File: config.mk
export PLATFORM = sky130hd
export DESIGN_NAME = ram8_16
export DESIGN_NICKNAME = d
export VERILOG_FILES = /design/src/rtl/ram8_pkg.sv /design/src/rtl/mux8way16.sv /design/src/rtl/register16.sv /design/src/rtl/ram8_16.sv
export SDC_FILE = /design/constraint.sdc
export NUM_CORES = 1
export LEC_CHECK = 0
export CAP_MARGIN = 20
export CORE_AREA = 2 2 83 164
export DETAILED_ROUTE_END_ITERATION = 8
export DIE_AREA = 0 0 85 166
export PLACE_DENSITY = 0.84
export SLEW_MARGIN = 0
export SYNTH_ARGS = -nofsm -noshare
export SYNTH_HDL_FRONTEND = slang
export SYNTH_SLANG_ARGS = --single-unit
File: constraint.sdc
create_clock -name clk -period 3.4 [get_ports clk]
set_input_delay 0.85 -clock clk [delete_from_list [all_inputs] [get_ports clk]]
set_output_delay 0.85 -clock clk [all_outputs]
set_load 0.005 [all_outputs]
File: src/rtl/ram8_pkg.sv
// ---------------------------------------------------------------------------
// ram8_pkg
// Shared constants and types for the RAM8 register bank and for the larger
// RAM levels built from it.
//   WIDTH   : data width of one entry
//   DEPTH   : number of entries (fixed at 8 to match the 8-way mux)
//   ADDR_W  : address width, log2(DEPTH)
//   state_t : sweep controller states (IDLE, CLEAR)
// ---------------------------------------------------------------------------
package ram8_pkg;

   localparam int WIDTH  = 16;
   localparam int DEPTH  = 8;
   localparam int ADDR_W = 3;

   typedef enum logic {
      IDLE  = 1'b0,
      CLEAR = 1'b1
   } state_t;

endpackage

File: src/rtl/mux8way16.sv
// ---------------------------------------------------------------------------
// mux8way16
// 8-way WIDTH-bit selector used for both read paths of the register bank.
//   in  : the eight candidate words
//   sel : index of the word to forward
//   out : in[sel], purely combinational
// ---------------------------------------------------------------------------
module mux8way16
   import ram8_pkg::*;
(
   input  logic [WIDTH-1:0]  in [DEPTH],
   input  logic [ADDR_W-1:0] sel,
   output logic [WIDTH-1:0]  out
);

   // sel spans exactly 0..7, so every index lands on a real entry.
   assign out = in[sel];

endmodule

File: src/rtl/register16.sv
// ---------------------------------------------------------------------------
// register16
// One WIDTH-bit storage word with load enable and a synchronous clear.
//   clk   : system clock, rising edge
//   rst_n : asynchronous active-low reset, forces the word to zero
//   clear : synchronous clear, wins over load
//   load  : capture "in" on the next rising edge
//   in    : write data
//   out   : stored value
// ---------------------------------------------------------------------------
module register16
   import ram8_pkg::*;
(
   input  logic             clk,
   input  logic             rst_n,
   input  logic             clear,
   input  logic             load,
   input  logic [WIDTH-1:0] in,
   output logic [WIDTH-1:0] out
);

   // Clear has priority so the sweep always wins over a stray load.
   always_ff @(posedge clk or negedge rst_n) begin
      if (!rst_n) begin
         out <= '0;
      end else if (clear) begin
         out <= '0;
      end else if (load) begin
         out <= in;
      end
   end

endmodule

File: src/rtl/ram8_16.sv
// ---------------------------------------------------------------------------
// ram8_16
// 8 x 16-bit register bank (Hack RAM8) with a combinational read, a
// registered read port and a hardware clear sweep.
//   clk      : system clock, rising edge
//   rst_n    : asynchronous active-low reset
//   in       : write data
//   load     : write enable for entry "address" (ignored while sweeping)
//   address  : write address and combinational read select
//   out      : contents of entry "address", combinational
//   rd_req   : registered read request (ignored while sweeping)
//   rd_addr  : registered read address
//   rd_data  : registered read data, holds its last value between reads
//   rd_valid : one-cycle pulse per accepted read request
//   clr      : start the clear sweep (sampled in IDLE only)
//   busy     : high during the 8 sweep cycles
// ---------------------------------------------------------------------------
module ram8_16
   import ram8_pkg::*;
(
   input  logic              clk,
   input  logic              rst_n,
   input  logic [WIDTH-1:0]  in,
   input  logic              load,
   input  logic [ADDR_W-1:0] address,
   output logic [WIDTH-1:0]  out,
   input  logic              rd_req,
   input  logic [ADDR_W-1:0] rd_addr,
   output logic [WIDTH-1:0]  rd_data,
   output logic              rd_valid,
   input  logic              clr,
   output logic              busy
);

   state_t            state;
   state_t            state_next;
   logic [ADDR_W-1:0] cnt;
   logic [ADDR_W-1:0] cnt_next;
   logic [DEPTH-1:0]  load_sel;
   logic [DEPTH-1:0]  clear_sel;
   logic [WIDTH-1:0]  entry [DEPTH];
   logic [WIDTH-1:0]  rd_mux_out;

   // Sweep controller state register.
   always_ff @(posedge clk or negedge rst_n) begin
      if (!rst_n) begin
         state <= IDLE;
         cnt   <= '0;
      end else begin
         state <= state_next;
         cnt   <= cnt_next;
      end
   end

   // Next state: the sweep visits entries 0..7, one per cycle, then returns
   // to IDLE on the edge that clears entry 7.
   always_comb begin
      state_next = state;
      cnt_next   = cnt;
      busy       = 1'b0;
      case (state)
         IDLE: begin
            if (clr) begin
               state_next = CLEAR;
               cnt_next   = '0;
            end
         end
         CLEAR: begin
            busy     = 1'b1;
            cnt_next = cnt + 3'd1;
            if (cnt == 3'(DEPTH - 1)) begin
               state_next = IDLE;
            end
         end
         default: begin
            state_next = IDLE;
         end
      endcase
   end

   // One-hot load/clear decode. Writes are only accepted in IDLE, including
   // the edge that starts a sweep; the entry written there is zeroed later.
   always_comb begin
      load_sel  = '0;
      clear_sel = '0;
      if (state == IDLE && load) begin
         load_sel[address] = 1'b1;
      end
      if (state == CLEAR) begin
         clear_sel[cnt] = 1'b1;
      end
   end

   for (genvar i = 0; i < DEPTH; i++) begin : g_entry
      register16 u_reg (
         .clk   (clk),
         .rst_n (rst_n),
         .clear (clear_sel[i]),
         .load  (load_sel[i]),
         .in    (in),
         .out   (entry[i])
      );
   end

   mux8way16 u_out_mux (
      .in  (entry),
      .sel (address),
      .out (out)
   );

   mux8way16 u_rd_mux (
      .in  (entry),
      .sel (rd_addr),
      .out (rd_mux_out)
   );

   // Registered read samples the pre-edge entry value, so a same-edge write
   // to the same address returns the old data.
   always_ff @(posedge clk or negedge rst_n) begin
      if (!rst_n) begin
         rd_data  <= '0;
         rd_valid <= 1'b0;
      end else if (state == IDLE && rd_req) begin
         rd_data  <= rd_mux_out;
         rd_valid <= 1'b1;
      end else begin
         rd_valid <= 1'b0;
      end
   end

endmodule

==> implementation parameters <==
Parameter                              Value

Critical path
  Setup crit start kind    input pin
  Cells along the critical path    clkbuf_4 > buf_12 > mux4_2 > mux2_2 > clkdlybuf4s50_1
  Critical-path cell with the highest stage delay    mux4_2
  Kind of critical path    in -> out
  Type of destination of the critical path    output pin
  Arrival time of data at the critical path endpoint    2.53 ns
  Slowest Stage Delay on Critical Path    0.53 ns
  Buffers and inverters on the worst path    3
  Worst Path Required    2.55 ns
  Largest delay share family, worst path    buffers and inverters
  Maximum fanout count along the critical path    13

Timing
  Worst clock skew    0.0136 ns
  Max-slew violation count    0
  Final-layout worst hold slack    0.392 ns
  Worst Max-Slew Pin Slew    1.08 ns
  Final setup violation count    0
  Max-slew headroom    0.278
  Maximum clock frequency    0.296 GHz
  RSZ-0062 raised after global routing    yes
  Number of hold violations in the final report    0
  Fraction of the cycle the final worst path needs    0.993
  Clock period minus worst slack    3.38 ns

Final layout
  Area grow syn2layout    20.4%
  Post-route insts no fill    1118
  FILL cells    848
  Diode insertion count for antenna repair    0
  NumNets Final    982
  Share of cells above drive strength 1    0.138

Global routing
  Number of antenna violations at the first check in global routing    0
  Via count of the first global-routing pass    7843
  Global-route met1 utilization    0.440
  Global-route met2 utilization    0.624
  Remaining global-route overflow    0
  Grt met3 use    0.0855
  Maximum number of pins on one net before global-route repair    65
  Global route hottest layer    met2
  Global routing usage summed across all routing layers    0.388
  First-pass GRT wire length    41500 um

Power
  Max rail drop VDD    0.733 mV
  Overall power after layout    7.22 mW
  Power Density    749 nW/um2
  Leakage Power    4.31 nW

CTS
  H-Tree Depth    4
  Root buffer cell    clkbuf_16
  Insertion delay to the later sink of the worst-skew pair    0.43 ns
  Clock-pin slew on the worst setup and hold paths    0.06 ns
  Bufs on Longest Clock Path    2
  Post-cts hold buffer count    0
  Clock tree from TritonCTS    done
  Sinks on Clock Net    149
  TritonCTS buffer count    17

Synthesis
  Post-synthesis instance area    8000 um2
  Cell with the most instances after synthesis    nand2_1
  Top cell type by total area after synthesis    dfrtp_1
  Synthesized net count    926
  Cell types occupying the most area after synthesis    dfrtp_1 (47%), nand2_1 (14%), mux2i_1 (8.8%)
  Most used flip-flop cell after synthesis    dfrtp_1
  Cells after synthesis    897
  Post-synthesis async set-or-reset flop share    1.00
  Sequential fraction of the synthesis area    0.466
  Yosys warnings    0
  Flip-flop and latch count after synthesis    149
  Count of cell types in the netlist    39
  EDFF count, synth    0
  Synth top cells by count    nand2_1 (303), dfrtp_1 (149), o21ai_0 (125)
  Proportion of netlist area held by the largest area contributor    0.466
  Average cell area after synthesis    8.92 um2

Floorplan
  Height of the chip    166 um
  Number of core rows    59
  Starting utilization of the core area    0.619
  Total core area    12900 um2
  Number of top-level design ports    61
  Total die area    14100 um2
  Die extent in x    85 um

Placement
  Buffers on Ports    60
  Number of placed instances with taps included    1081
  Global placement routability congestion    0.951
  Detailed placement HPWL    16600 um

Route
  Initial detailed-routing violation count    1091
  Number of antenna-violating nets in the routed design    0
  Post-route DRC violation count    0
  Routed vias/inst    6.78
  Detailed Route WL    26500 um
  Detailed-route via count    7578
  Routed length per instance    23.7 um
  DRT Pass-1 Iters    7

Outcome
  Outcome    finished clean

Worst hold path
  Path category of the worst min-delay check    in -> async

Job
  Count of maximum capacitance violations    0
==> routing by layer <==
layer | share of wire | vias up
met4 | 0.093 | 0
met5 | 0 | -
met3 | 0.096 | 227
met2 | 0.48 | 598
met1 | 0.33 | 3554
li1 | - | 3199
==> flip-flops by register name (all words and copies together), names as in the netlist <==
name,count
cnt,3
g_entry.u_reg.out,128
rd_data,16
rd_valid,1
state,1
==> repair_timing <==
action	CTS	global route
pin swaps	1	0
cloned	2	1
setup endpoints to repair	16	10
buffers inserted	2	0
gates resized for setup	11	10
==> cell usage in the layout (no fill, tap or decap), types with 3 or more instances in the layout <==
cell	instances
dfrtp_1	149
a21oi_1	4
nor2b_1	8
mux2i_1	69
a221oi_1	8
dlygate4sd2_1	4
o21ai_1	13
nand2b_1	5
a22o_1	3
clkbuf_16	18
mux4_2	14
buf_12	7
buf_4	45
nand3_1	20
mux2_2	16
o21ai_0	123
nor2_1	7
clkdlybuf4s50_1	49
a22oi_1	38
nand2_1	303
bufinv_16	4
nor2_2	8
clkinv_2	3
inv_1	4
==> cell families (layout without fill, tap and decap cells) <==
group / count (synthesis) / after routing / synth area share
mux: 100 / 100 / 0.150
flops: 149 / 149 / 0.466
simple gates: 362 / 362 / 0.181
buf+inv: 83 / 152 / 0.0510
fa+ha+maj: 2 / 2 / 0.00313
compound gates: 201 / 201 / 0.149
==> worst paths after layout <==
check / start / endpoint / slack (ns) / depth (start not counted)
max in group asynchronous: rst_n / g_entry[7].u_reg.out[10] / 2.20 / 2
min: rst_n / g_entry[0].u_reg.out[0] / 0.39 / 1
max reg2reg: state / g_entry[5].u_reg.out[14] / 1.25 / 4
min in group clk: rd_data[8] / rd_data[8] / 0.47 / 2
max: address[0] / out[6] / 0.02 / 5
min reg2reg: rd_data[8] / rd_data[8] / 0.47 / 2
==> worst register-to-register path, stage by stage, from the launching register on <==
cell,delay [ns]
dfrtp_1,0.60
nor2b_1,0.32
nand3_1,0.66
nand2_1,0.28
o21ai_0,0.13
==> through the flow <==
stage / cell area [um2] / utilization / worst slack, ns / TNS, ns
after floorplan: 8000 / - / 0.579 / 0
after global placement: 8880 / 0.688 / -0.223 / -2.86
after detailed placement: 8880 / 0.688 / -0.250 / -3.07
after CTS: 9590 / 0.742 / 0.00464 / 0
after global routing: 9630 / 0.745 / -0.0222 / -0.0226
final: 9630 / 0.745 / 0.0221 / 0
==> final cells by class <==
| class | count | area (um2) | area share |
|---|---|---|---|
| clock buffers | 20 | 447 | 0.0464 |
| clock inverters | 12 | 176 | 0.0183 |
| inverters | 5 | 18.8 | 0.00195 |
| multi-input cells | 665 | 3910 | 0.405 |
| flip-flops and latches | 149 | 3730 | 0.387 |
| well taps | 152 | 190 | 0.0197 |
| repair buffers | 115 | 1160 | 0.121 |
==> where the power goes <==
part	switching [mW]	internal (mW)	total, mW
registers	0.648	2.41	3.05
logic	1.21	0.962	2.17
clock network	0.747	1.25	1.99
total	2.60	4.62	7.22
No activity file was read; power rests on OpenSTA's default activity.
==> edit: new RTL, config.mk and constraints unchanged <==
Add an input register stage for `address`, cleared by the reset; this delays it by one clock. The other inputs are not delayed to match. Comments in the files are not updated.
--- a/src/rtl/ram8_16.sv
+++ b/src/rtl/ram8_16.sv
@@ -33,2 +33,12 @@
 );
+
+   logic [ADDR_W-1:0] address_q;
+
+   always_ff @(posedge clk or negedge rst_n) begin
+      if (!rst_n) begin
+         address_q <= '0;
+      end else begin
+         address_q <= address;
+      end
+   end
 
@@ -86,3 +96,3 @@
       if (state == IDLE && load) begin
-         load_sel[address] = 1'b1;
+         load_sel[address_q] = 1'b1;
       end
@@ -106,3 +116,3 @@
       .in  (entry),
-      .sel (address),
+      .sel (address_q),
       .out (out)
Formal check against the unedited RTL: not equivalent (Yosys sat finds a counterexample within 4 cycles, from zero or initial values and one cycle with rst_n low).
==> edit against the original RTL <==
Clock skew decreased by 0.0037 ns. Maximum frequency increased by 1.9%. Routed wire length decreased by 0.12%. Sequential power is 2% higher. Worst setup slack improved by 0.061 ns. First-iteration DRC count decreased by 11%. Hold slack improved by 0.058 ns. Design area decreased by 1.7%. Clock power up 3%. Sequential cell count rose by 3. Area after synthesis up 1.5%. Synthesized cell count increased by 0.22%. Power rose by 1.4%. Critical endpoint is now out[2]. Largest cell class unchanged.
==> edit: results <==
metrics = {
    "yosys": {
        "ys.flop_type": "dfrtp_1",
        "synthDistinctLibCells": 41,
        "ys_seq_area_share_pct": 46.9,
        "synthTopCellsByCount": "312 x nand2_1, 152 x dfrtp_1, 122 x o21ai_0",
        "syn_nets": 928,
        "yosys-top-cells-area": "dfrtp_1 47%, nand2_1 14%, mux2i_1 8.4%",
    },
    "finish": {
        "fin_nets": 963,
        "clkCellAreaFrac_pct": 6.71,
        "seq_cells": 152,
        "fillers": 895,
        "seqCellArea_um2": 3810,
        "multi_input_cells": 664,
        "drive_above_1_share_pct": 12.0,
        "bufAreaShareNonClock_pct": 9.62,
        "multiInputGateArea_um2": 3910,
        "signal_buffers": 95,
        "clkbuf_count": 19,
        "n_all_inverters": 4,
        "top_regs": "g_entry.u_reg.out: 128 flops, rd_data: 16 flops",
    },
    "clocking": {
        "cts_setup_buffers": 0,
        "numCtsBuffers": 17,
        "ctsResizeCount": 0,
        "htreeDepth": 4,
        "max-clock-path-buffers": 2,
    },
    "setup_path": {
        "max_stage_delay_ns": 0.55,
        "worstPathMaxFanout": 15,
        "setup.worst_path.start": "address_q[0]",
        "cp.arrival_ns": 2.47,
        "crit_end": "out[2]",
        "slowest_stage": "dfrtp_2",
        "rrSetupSlack_ns": 1.14,
        "crit_family": "multiplexers",
        "reg2reg_to": "g_entry[5].u_reg.out[0]",
    },
    "placed_design": {
        "gp_congestion": 1.01,
        "dpl.hpwl_mm": 17.3,
    },
    "pwr": {
        "power.leakage_nw": 4.15,
        "irDropWorstVdd_v": 0.000797,
    },
    "detailed_routing": {
        "routed-wl-met2_mm": 12.9,
        "top_layer": "met4",
        "m1WireLength_mm": 8.43,
        "wl_met3_mm": 2.45,
        "wl_mm": 26.5,
        "initialDrtViolationCount": 966,
        "via_count": 7463,
        "drtPass1Iterations": 8,
    },
    "grt": {
        "grt_max_degree": 73,
        "grt_util_met1_pct": 43.8,
        "met3_usage_pct": 9.29,
        "globalRouteMet2Util_pct": 61.9,
        "first_global_vias": 7577,
        "grt_pass1_wl_mm": 41.4,
        "grtUsageTotal_pct": 38.9,
    },
    "sta": {
        "holdWs_ns": 0.450,
        "slew_headroom_pct": 26.4,
        "finClkSkew_ns": 0.00990,
        "maxSlewViolCount": 0,
    },
    "status": {
        "status": "completed",
    },
}
-- edit: stage by stage --
stage / worst slack, ns / utilization [%] / area [um^2] / instances
3_5_place_dp: 0.455 / 68.2 / 8810 / 1067
5_1_grt: 0.00444 / 73.3 / 9470 / 1099
6_report: 0.0835 / 73.3 / 9470 / 1099
2_1_floorplan: 1.05 / - / 8120 / 899
3_3_place_gp: 0.466 / 68.2 / 8810 / 1067
4_1_cts: 0.00172 / 73.1 / 9450 / 1099
-- edit: cell families (layout without fill, tap and decap cells) --
group | count (synthesis) | in the layout | share of synthesized area [%]
adders and majority gates | 2 | 2 | 0.308
and+or+nand+nor | 368 | 368 | 18.5
muxes | 100 | 100 | 15.0
DFF | 152 | 152 | 46.9
buffers and inverters | 83 | 131 | 5.24
AOI/OAI and AO/OA | 194 | 194 | 14.1
-- edit: power by group --
group	internal, W	switching (W)	leakage [nW]
logic	0.000965	0.00119	1.79
registers	0.00244	0.000669	2.05
clock network	0.00126	0.000792	0.310
total	0.00467	0.00265	4.15
